[src/rtl/riscv_pkg.sv]
// riscv_pkg
// Shared RISC-V decode constants: major opcodes (inst[6:0]) and the
// immediate-format encoding carried on out_fmt.
// Ports: none (package).
package riscv_pkg;

    localparam logic [6:0] OPC_LOAD      = 7'b0000011;
    localparam logic [6:0] OPC_MISC_MEM  = 7'b0001111;
    localparam logic [6:0] OPC_OP_IMM    = 7'b0010011;
    localparam logic [6:0] OPC_AUIPC     = 7'b0010111;
    localparam logic [6:0] OPC_OP_IMM_32 = 7'b0011011;
    localparam logic [6:0] OPC_STORE     = 7'b0100011;
    localparam logic [6:0] OPC_OP        = 7'b0110011;
    localparam logic [6:0] OPC_LUI       = 7'b0110111;
    localparam logic [6:0] OPC_OP_32     = 7'b0111011;
    localparam logic [6:0] OPC_BRANCH    = 7'b1100011;
    localparam logic [6:0] OPC_JALR      = 7'b1100111;
    localparam logic [6:0] OPC_JAL       = 7'b1101111;
    localparam logic [6:0] OPC_SYSTEM    = 7'b1110011;

    typedef enum logic [2:0] {
        FMT_NONE = 3'd0,
        FMT_I    = 3'd1,
        FMT_S    = 3'd2,
        FMT_B    = 3'd3,
        FMT_U    = 3'd4,
        FMT_J    = 3'd5,
        FMT_Z    = 3'd6
    } fmt_e;

endpackage

[src/rtl/imm_decode.sv]
// imm_decode
// Purely combinational immediate extraction and format classification.
// Ports:
//   inst    in  32    raw instruction word
//   imm     out XLEN  sign-extended immediate (zero-extended for CSR zimm)
//   fmt     out 3     format code (fmt_e encoding)
//   illegal out 1     opcode not recognised for this XLEN
module imm_decode
    import riscv_pkg::*;
#(
    parameter int XLEN = 32
) (
    input  logic [31:0]     inst,
    output logic [XLEN-1:0] imm,
    output logic [2:0]      fmt,
    output logic            illegal
);

    localparam bit RV64 = (XLEN == 64);

    fmt_e        f;
    logic [31:0] imm32;

    // Every immediate is first built as a 32-bit sign-correct value; the
    // final widening to XLEN replicates bit 31 (zimm keeps bit 31 clear).
    always_comb begin
        imm32   = '0;
        f       = FMT_NONE;
        illegal = 1'b0;
        case (inst[6:0])
            OPC_LOAD, OPC_OP_IMM, OPC_JALR: begin
                f     = FMT_I;
                imm32 = {{20{inst[31]}}, inst[31:20]};
            end
            OPC_OP_IMM_32: begin
                if (RV64) begin
                    f     = FMT_I;
                    imm32 = {{20{inst[31]}}, inst[31:20]};
                end else begin
                    illegal = 1'b1;
                end
            end
            OPC_STORE: begin
                f     = FMT_S;
                imm32 = {{20{inst[31]}}, inst[31:25], inst[11:7]};
            end
            OPC_BRANCH: begin
                f     = FMT_B;
                imm32 = {{20{inst[31]}}, inst[7], inst[30:25], inst[11:8], 1'b0};
            end
            OPC_LUI, OPC_AUIPC: begin
                f     = FMT_U;
                imm32 = {inst[31:12], 12'b0};
            end
            OPC_JAL: begin
                f     = FMT_J;
                imm32 = {{12{inst[31]}}, inst[19:12], inst[20], inst[30:21], 1'b0};
            end
            OPC_SYSTEM: begin
                if (inst[14]) begin
                    f     = FMT_Z;
                    imm32 = {27'b0, inst[19:15]};
                end else begin
                    f     = FMT_I;
                    imm32 = {{20{inst[31]}}, inst[31:20]};
                end
            end
            OPC_OP, OPC_MISC_MEM: begin
                f = FMT_NONE;
            end
            OPC_OP_32: begin
                illegal = !RV64;
            end
            default: begin
                illegal = 1'b1;
            end
        endcase
    end

    assign imm = XLEN'($signed(imm32));
    assign fmt = f;

endmodule

[src/rtl/imm_gen_stage.sv]
// imm_gen_stage
// Registered immediate-generation stage: decodes each accepted instruction
// and holds the result in a 2-entry skid FIFO with valid/ready handshakes.
// Ports:
//   clk, rstn          clock, synchronous active-low reset
//   flush              drop all buffered entries and the same-cycle input
//   in_valid/in_ready  upstream handshake; in_inst/in_pc input payload
//   out_valid/out_ready downstream handshake
//   out_inst/out_pc    passthrough of the head entry
//   out_imm/out_fmt/out_illegal  decoded head entry (0 when empty)
module imm_gen_stage
    import riscv_pkg::*;
#(
    parameter int XLEN = 32,
    parameter int PC_W = 32
) (
    input  logic            clk,
    input  logic            rstn,
    input  logic            flush,
    input  logic            in_valid,
    output logic            in_ready,
    input  logic [31:0]     in_inst,
    input  logic [PC_W-1:0] in_pc,
    output logic            out_valid,
    input  logic            out_ready,
    output logic [31:0]     out_inst,
    output logic [PC_W-1:0] out_pc,
    output logic [XLEN-1:0] out_imm,
    output logic [2:0]      out_fmt,
    output logic            out_illegal
);

    typedef struct packed {
        logic [31:0]     inst;
        logic [PC_W-1:0] pc;
        logic [XLEN-1:0] imm;
        logic [2:0]      fmt;
        logic            illegal;
    } entry_t;

    entry_t          mem [2];
    entry_t          din;
    entry_t          head;
    logic [XLEN-1:0] dec_imm;
    logic [2:0]      dec_fmt;
    logic            dec_illegal;
    logic [1:0]      cnt;
    logic            wr_ptr;
    logic            rd_ptr;
    logic            push;
    logic            pop;

    imm_decode #(.XLEN(XLEN)) u_imm_decode (
        .inst    (in_inst),
        .imm     (dec_imm),
        .fmt     (dec_fmt),
        .illegal (dec_illegal)
    );

    assign din = '{inst: in_inst, pc: in_pc, imm: dec_imm, fmt: dec_fmt, illegal: dec_illegal};

    assign in_ready  = (cnt != 2'd2);
    assign out_valid = (cnt != 2'd0);
    assign push      = in_valid & in_ready & ~flush;
    assign pop       = out_valid & out_ready;

    always_ff @(posedge clk) begin
        if (!rstn || flush) begin
            cnt    <= '0;
            wr_ptr <= 1'b0;
            rd_ptr <= 1'b0;
        end else begin
            if (push) wr_ptr <= ~wr_ptr;
            if (pop)  rd_ptr <= ~rd_ptr;
            case ({push, pop})
                2'b10:   cnt <= cnt + 2'd1;
                2'b01:   cnt <= cnt - 2'd1;
                default: cnt <= cnt;
            endcase
        end
    end

    // Storage needs no reset: an entry is only observable once cnt covers it.
    always_ff @(posedge clk) begin
        if (rstn && push) mem[wr_ptr] <= din;
    end

    assign head = out_valid ? mem[rd_ptr] : '0;

    assign out_inst    = head.inst;
    assign out_pc      = head.pc;
    assign out_imm     = head.imm;
    assign out_fmt     = head.fmt;
    assign out_illegal = head.illegal;

endmodule
[config.mk]
export PLATFORM = sky130hd
export DESIGN_NAME = imm_gen_stage
export DESIGN_NICKNAME = d
export VERILOG_FILES = /design/src/rtl/riscv_pkg.sv /design/src/rtl/imm_decode.sv /design/src/rtl/imm_gen_stage.sv
export SDC_FILE = /design/constraint.sdc
export NUM_CORES = 1
export LEC_CHECK = 0
export BUFFER_PORTS_ARGS = -buffer_cell sky130_fd_sc_hd__buf_4
export CORE_ASPECT_RATIO = 1.5
export CORE_MARGIN = 3
export CORE_UTILIZATION = 45
export CTS_CLUSTER_DIAMETER = 60
export DETAILED_ROUTE_END_ITERATION = 10
export PLACE_DENSITY_LB_ADDON = 0.12
export RECOVER_POWER = 50
export SLEW_MARGIN = 0
export SYNTH_ARGS = -nofsm -noshare
export SYNTH_HDL_FRONTEND = slang
export SYNTH_SLANG_ARGS = --single-unit
[constraint.sdc]
create_clock -name clk -period 26.2 [get_ports clk]
set_clock_uncertainty 0.2 [all_clocks]
set_input_delay 2.62 -clock clk [delete_from_list [all_inputs] [get_ports clk]]
set_output_delay 2.62 -clock clk [all_outputs]
set_load 0.02 [all_outputs]
==> results of run 1 <==
metrics by stage:
step | hold slack, ps | area (sq um) | cells | power, W | util, %
global placement | 295 | 9880 | 941 | 0.000428 | 54.6
detailed placement | 304 | 9880 | 941 | 0.000430 | 54.6
finish | 321 | 10300 | 974 | 0.000698 | 57.0
CTS | 321 | 10500 | 974 | 0.000709 | 58.1
global route | 365 | 10300 | 974 | 0.000721 | 57.0
floorplan | 272 | 8360 | 546 | 0.000403 | -
area by class of cell:
type | count | area share, %
Timing Repair Buffer | 176 | 11.0
Clock inverter | 8 | 0.899
Clock buffer | 25 | 5.25
Inverter | 4 | 0.146
Multi-Input combinational cell | 308 | 20.4
Sequential cell | 205 | 59.3
Tap cell | 248 | 3.01
layer usage:
layer / global-route usage (%) / vias to the layer above / part of all wire (%)
met2: 31.4 / 173 / 53
met5: 0 / - / 0
met4: 4.60 / 0 / 2.1
li1: - / 2372 / -
met3: 3.63 / 32 / 6.6
met1: 21.4 / 2482 / 38
cell families (layout without fill, tap and decap cells):
| family | count (synthesis) | after routing | share of synthesized area [%] |
|---|---|---|---|
| flops | 205 | 205 | 73.0 |
| simple gates | 159 | 159 | 8.66 |
| mux | 100 | 100 | 12.0 |
| compound gates | 44 | 44 | 3.98 |
| buf+inv | 33 | 213 | 1.83 |
| xor+xnor | 4 | 4 | 0.419 |
| fa+ha+maj | 1 | 1 | 0.150 |
path summary, 6_finish.rpt:
| check | slack, ps | cells past startpoint | from | to |
|---|---|---|---|---|
| min | 320 | 2 | rd_ptr$_SDFFE_PP0P_ | rd_ptr$_SDFFE_PP0P_ |
| max | 19920 | 5 | flush | mem[0][54]$_DFFE_PP_ |
| min reg2reg | 320 | 2 | rd_ptr$_SDFFE_PP0P_ | rd_ptr$_SDFFE_PP0P_ |
| max reg2reg | 21670 | 5 | cnt[0]$_SDFFE_PP0P_ | mem[0][54]$_DFFE_PP_ |
power groups by stage:
stage                     logic [W]  clock network [W]  registers (W)
after floorplan           0.0000269                  0       0.000377
after global placement    0.0000523                  0       0.000376
after detailed placement  0.0000533                  0       0.000376
after CTS                 0.0000534           0.000287       0.000369
after global routing      0.0000535           0.000298       0.000370
final                     0.0000492           0.000280       0.000369
tightest hold or removal path, cell delays in order (launching register included):
cell and delay, ps:
dfxtp_1 320, xnor2_1 90, nor2_1 80
flip-flops by register name (all words and copies together) (netlist names), named ones only:
name	cells
cnt	2
rd_ptr	1
mem	200
wr_ptr	1
synthesized netlist by cell type (all sizes together) (3+ instances only):
master | count | share of area (%)
edfxtp | 200 | 72
inv | 4 | 0.18
nand3 | 3 | 0.18
a21o | 20 | 1.8
nand2 | 7 | 0.31
a21oi | 7 | 0.51
mux2i | 100 | 12
and3 | 5 | 0.37
buf | 16 | 1.1
dfxtp | 5 | 1.2
a221o | 5 | 0.60
nor2b | 9 | 0.67
o21ai | 4 | 0.24
nand2b | 3 | 0.22
nor2 | 109 | 4.9
clkbuf | 13 | 0.58
xnor2 | 3 | 0.31
nor3 | 8 | 0.54
==> impl_summary.log, run 1 <==
[metrics] FF+latch area: approximately 6100 sq um
[metrics] drt initial violations: 316
[metrics] area taken by multi-input logic gates: between 2000 and 2500 sq um
[metrics] Die Footprint: 20,300 sq um
[metrics] post-CTS setup repair buffer count: 0
[metrics] internal power: ~0.00055 W
[metrics] ratio of cells with drive above 1 in the final layout: 21.9%
[metrics] EDFF count, synth: 200
[metrics] final setup TNS: 0 ps
[metrics] post-route fraction of the period consumed by the critical path: between 20% and 30%
[metrics] TritonRoute pass-1 iters: 4
[metrics] clock tree root driver cell: clkbuf_16
[metrics] fraction of registers with async set/reset: 0%
[metrics] Power Density: just under 70 nW/um^2
[metrics] worst hold path type: reg -> reg
[metrics] mean instance size in the synthesized netlist: 15.3 sq um
[metrics] Std-Cell Core Area: between 15,000 and 20,000 sq um
[metrics] die width: between 100 and 150 um
[metrics] clock group share of total power: 40.1%
[metrics] Gate power share: 7.0%
[metrics] leakage power of the design: between 3 and 4 nW
[metrics] power dissipated by switching net loads: between 0.0001 and 0.00015 W
[metrics] Max-Cap Viols: 2
[metrics] instance count of the mapped netlist: 546
[metrics] IO Port Bufs: between 150 and 200
[metrics] stage delay of the slowest cell on the critical path: approximately 2100 ps
[metrics] top-level port count: 171
[metrics] H-tree depth reported by CTS: 1
[metrics] via count of the first global-routing pass: 5,333
[metrics] RSZ-0062 raised after global routing: false
[metrics] via count of the routed design: about 5,000
[metrics] Main synth FF type: edfxtp_1
[metrics] worst-path cell with the longest stage delay: clkbuf_1
[metrics] worst max-slew margin expressed relative to the limit: -98.5%
[metrics] Clock Latency Late Sink: 480 ps
[metrics] sequential fraction of design power: 52.9%
[metrics] die height: about 170 um
[metrics] cell row count: 60
[metrics] portion of the post-synthesis area used by sequential elements: between 70 and 80%
[metrics] Final Worst Setup Slack: 19,920 ps
[metrics] result of the run: finished with violations
[metrics] VDD IR-drop max: approximately 0.057 mV
[metrics] Worst Setup Path Type: in -> reg
[metrics] remaining antenna violation count: 0
[metrics] remaining design rule violation count: 0
[metrics] Max Buffers Root-to-Sink: 3
[metrics] Yosys warnings: 0
[metrics] CTS tree: done
[metrics] cell-by-cell trace of the critical path: clkbuf_4 > nand2b_1 > nor3_1 > clkbuf_1 > buf_4
[metrics] antenna violations before repair: 0
[metrics] transition time of the tightest slew-check pin: between 2000 and 3000 ps
[metrics] number of flip-flops and latches in the synthesized netlist: 205
[metrics] commonest cells after routing, fill and taps aside: 200 x edfxtp_1, 108 x nor2_1, 107 x buf_4
[metrics] largest net degree at the start of global routing: approximately 100
[metrics] number of buffers and inverters on the critical path: 3
[metrics] Total GRT Usage: 17.4%
[metrics] clock transition at the register clock pins on the worst setup and hold paths after CTS: ~60 ps
[metrics] final setup violation count: 0
[metrics] clk sink count: between 200 and 250
[metrics] commonest non-fill, non-tap cell in the layout: edfxtp_1
[metrics] cell family contributing the most delay on the critical path: buffers and inverters
[metrics] maximum operating frequency: between 150 and 200 MHz
[metrics] filler cell count: about 1,500
[metrics] Cell Area, Synth: 8360 sq um
[metrics] number of vias per cell after detailed routing: 5.19
[metrics] total length of routed wires: 18,000 um
[metrics] total half-perimeter wirelength after legalization and detailed placement: 11,800 um
[metrics] detailed-route wire length per cell: around 18 um
[metrics] Post-CTS Resized: 0
[metrics] fin crit period: 6280 ps
[metrics] library cells used by synthesis: 45
[metrics] switching part of the total power: a little over a fifth
[metrics] syn nets: 616
[metrics] overall overflow remaining after global route: 0
[metrics] final slew viol count: 82
[metrics] layout overhead on the synthesized area: 23.2%
[metrics] startpoint type of the worst setup path: input port
[metrics] signal arrival time at the worst endpoint: approximately 6200 ps
[metrics] number of failing hold endpoints at the final stage: 0
[metrics] Crit. End Element: register
[metrics] count of inserted antenna diode cells: 0
[metrics] hold bufs inserted after CTS: 0
[metrics] Initial Util: 46.2%
[metrics] required time at the worst-slack endpoint: between 20,000 and 30,000 ps
[metrics] cts bufs inserted: 20
[metrics] worst slack at placement: 20,940 ps
[metrics] final RePlAce weighted congestion: about 0.84
[metrics] peak fanout along the critical path: 51
[metrics] first-pass GRT wire length: ~29,000 um
[metrics] number of nets in the layout: 785
[metrics] failing checks: max-capacitance violations, max-slew violations
Note: power is estimated with default switching activity, not from simulation.
==> inputs of run 2 (changes only) <==
Clock period 26.2 ns to 6.35 ns, I/O delays scaled along.
==> impl_summary.log, run 2 (synthesis results as in run 1) <==
[metrics] filler cell count: ~1,500
[metrics] worst-path cell with the longest stage delay: clkbuf_1
[metrics] area taken by multi-input logic gates: 2100 sq um
[metrics] worst max-slew margin expressed relative to the limit: -82.2%
[metrics] final RePlAce weighted congestion: 0.844
[metrics] Die Footprint: 20,300 sq um
[metrics] clk sink count: between 200 and 250
[metrics] final setup violation count: 0
[metrics] maximum operating frequency: about 230 MHz
[metrics] first element of the critical path: cnt[0]$_SDFFE_PP0P_
[metrics] total half-perimeter wirelength after legalization and detailed placement: 11,900 um
[metrics] transition time of the tightest slew-check pin: approximately 2700 ps
[metrics] H-tree depth reported by CTS: 1
[metrics] Gate power share: under 10%
[metrics] layout overhead on the synthesized area: 22.7%
[metrics] Most flops, register: mem
[metrics] FF+latch area: 6110 sq um
[metrics] Max Buffers Root-to-Sink: 3
[metrics] hold bufs inserted after CTS: 0
[metrics] die width: between 100 and 150 um
[metrics] cell family contributing the most delay on the critical path: buffers and inverters
[metrics] remaining antenna violation count: 0
[metrics] Worst Setup Path Type: reg -> reg
[metrics] drt initial violations: 270
[metrics] Initial Util: between 40 and 50%
[metrics] antenna violations before repair: 0
[metrics] switching part of the total power: between 20% and 30%
[metrics] detailed-route wire length per cell: between 15 and 20 um
[metrics] clock tree root driver cell: clkbuf_16
[metrics] fin crit period: between 4000 and 5000 ps
[metrics] internal power: roughly 0.0022 W
[metrics] number of non-filler instances in the completed layout: 975
[metrics] leakage power of the design: ~3.6 nW
[metrics] startpoint type of the worst setup path: register
[metrics] TritonRoute pass-1 iters: 4
[metrics] sum of met2 wire segment lengths after detailed routing: roughly 10000 um
[metrics] first-pass GRT wire length: between 20,000 and 30,000 um
[metrics] peak fanout along the critical path: 54
[metrics] CTS tree: done
[metrics] post-route fraction of the period consumed by the critical path: 69.4%
[metrics] RSZ-0062 raised after global routing: false
[metrics] Final Worst Setup Slack: roughly 2000 ps
[metrics] commonest non-fill, non-tap cell in the layout: edfxtp_1
[metrics] cts bufs inserted: 20
[metrics] VDD IR-drop max: 0.224 mV
[metrics] startpoint of the most critical register-to-register path: cnt[0]$_SDFFE_PP0P_
[metrics] worst hold slack: 157 ps
[metrics] Clock Latency Late Sink: 480 ps
[metrics] die height: between 150 and 200 um
[metrics] result of the run: finished with violations
[metrics] max FFs per register: 200
[metrics] Total GRT Usage: 17.4%
[metrics] placed cell count: around 940
[metrics] count of inserted antenna diode cells: 0
[metrics] required time at the worst-slack endpoint: roughly 6300 ps
[metrics] clock transition at the register clock pins on the worst setup and hold paths after CTS: approximately 60 ps
[metrics] IO Port Bufs: 170
[metrics] beginning of the worst hold path: in_pc[8]
[metrics] DR top layer: met4
[metrics] Power Density: around 270 nW/um^2
[metrics] number of nets in the layout: about 790
[metrics] Max-Cap Viols: 2
[metrics] sequential fraction of design power: approximately 54%
[metrics] cell row count: 60
[metrics] registers with the most flip-flops: mem: 200 flops, cnt: 2 flops
[metrics] commonest cells after routing, fill and taps aside: 200 x edfxtp_1, 109 x buf_4, 108 x nor2_1
[metrics] overall overflow remaining after global route: 0
[metrics] Metal-1 WL: roughly 7000 um
[metrics] worst hold path type: in -> reg
[metrics] via count of the routed design: around 5,000
[metrics] power dissipated by switching net loads: ~0.0006 W
[metrics] stage delay of the slowest cell on the critical path: around 2000 ps
[metrics] cell-by-cell trace of the critical path: nand2b_1 > nand2_1 > nor3_1 > clkbuf_1 > buf_4
[metrics] clock group share of total power: 38.5%
[metrics] via count of the first global-routing pass: between 5,000 and 6,000
[metrics] Post-CTS Resized: 0
[metrics] total length of routed wires: 18,100 um
[metrics] number of vias per cell after detailed routing: a little over 5
[metrics] post-CTS setup repair buffer count: 0
[metrics] Crit. End Element: register
[metrics] failing checks: max-capacitance violations, max-slew violations
[metrics] signal arrival time at the worst endpoint: 4310 ps
[metrics] number of failing hold endpoints at the final stage: 0
[metrics] largest net degree at the start of global routing: 102
[metrics] Met3 Wirelength: just over 900 um
[metrics] Std-Cell Core Area: about 18,000 sq um
[metrics] number of buffers and inverters on the critical path: 2
[metrics] top-level port count: 171
[metrics] ratio of cells with drive above 1 in the final layout: between 20% and 30%
[metrics] final slew viol count: 78
[metrics] worst slack at placement: between 3000 and 4000 ps
[metrics] remaining design rule violation count: 0
[metrics] share of the core filled with cells in the final layout: 56.7%
run 2: cell types whose count changed in the layout (fill, tap and decap cells not counted), sizes merged:
cell | before | now
clkinvlp | 0 | 2
clkinv | 5 | 7
bufinv | 2 | 0
clkbuf | 94 | 92
buf | 107 | 109
inv | 5 | 4
run 2: final timing paths:
kind / endpoint / slack, ps / depth (start not counted)
max: mem[0][98]$_DFFE_PP_ / 1940 / 5
min: mem[1][44]$_DFFE_PP_ / 160 / 1
max reg2reg: mem[0][98]$_DFFE_PP_ / 1940 / 5
min reg2reg: rd_ptr$_SDFFE_PP0P_ / 330 / 2
run 2: power groups by stage:
stage / Sequential [W] / Clock (W) / Combinational [W]
after floorplan: 0.00155 / 0 / 0.000111
after CTS: 0.00152 / 0.00111 / 0.000221
after detailed placement: 0.00155 / 0 / 0.000220
after global routing: 0.00153 / 0.00116 / 0.000221
after global placement: 0.00155 / 0 / 0.000216
final: 0.00152 / 0.00108 / 0.000203
run 2: final cells by class:
type,instances,share of cell area (%)
flip-flops and latches,205,59.5
well taps,248,3.02
inverters,4,0.146
multi-input cells,308,20.4
repair buffers,176,11.0
clock inverters,9,0.463
clock buffers,25,5.37
run 2: metrics by stage:
stage | power, W | instance area (sq um) | setup TNS, ps
2_1_floorplan | 0.00166 | 8360 | -432340
3_3_place_gp | 0.00177 | 9880 | 0
3_5_place_dp | 0.00177 | 9880 | 0
4_1_cts | 0.00286 | 10500 | 0
5_1_grt | 0.00291 | 10300 | 0
6_report | 0.00281 | 10300 | 0
run 2: metal layers:
metal | vias to the layer above | track usage, %
met1 | 2474 | 20.9
met3 | 25 | 3.01
met2 | 145 | 32.4
li1 | 2371 | -
met4 | 0 | 4.70
met5 | - | 0
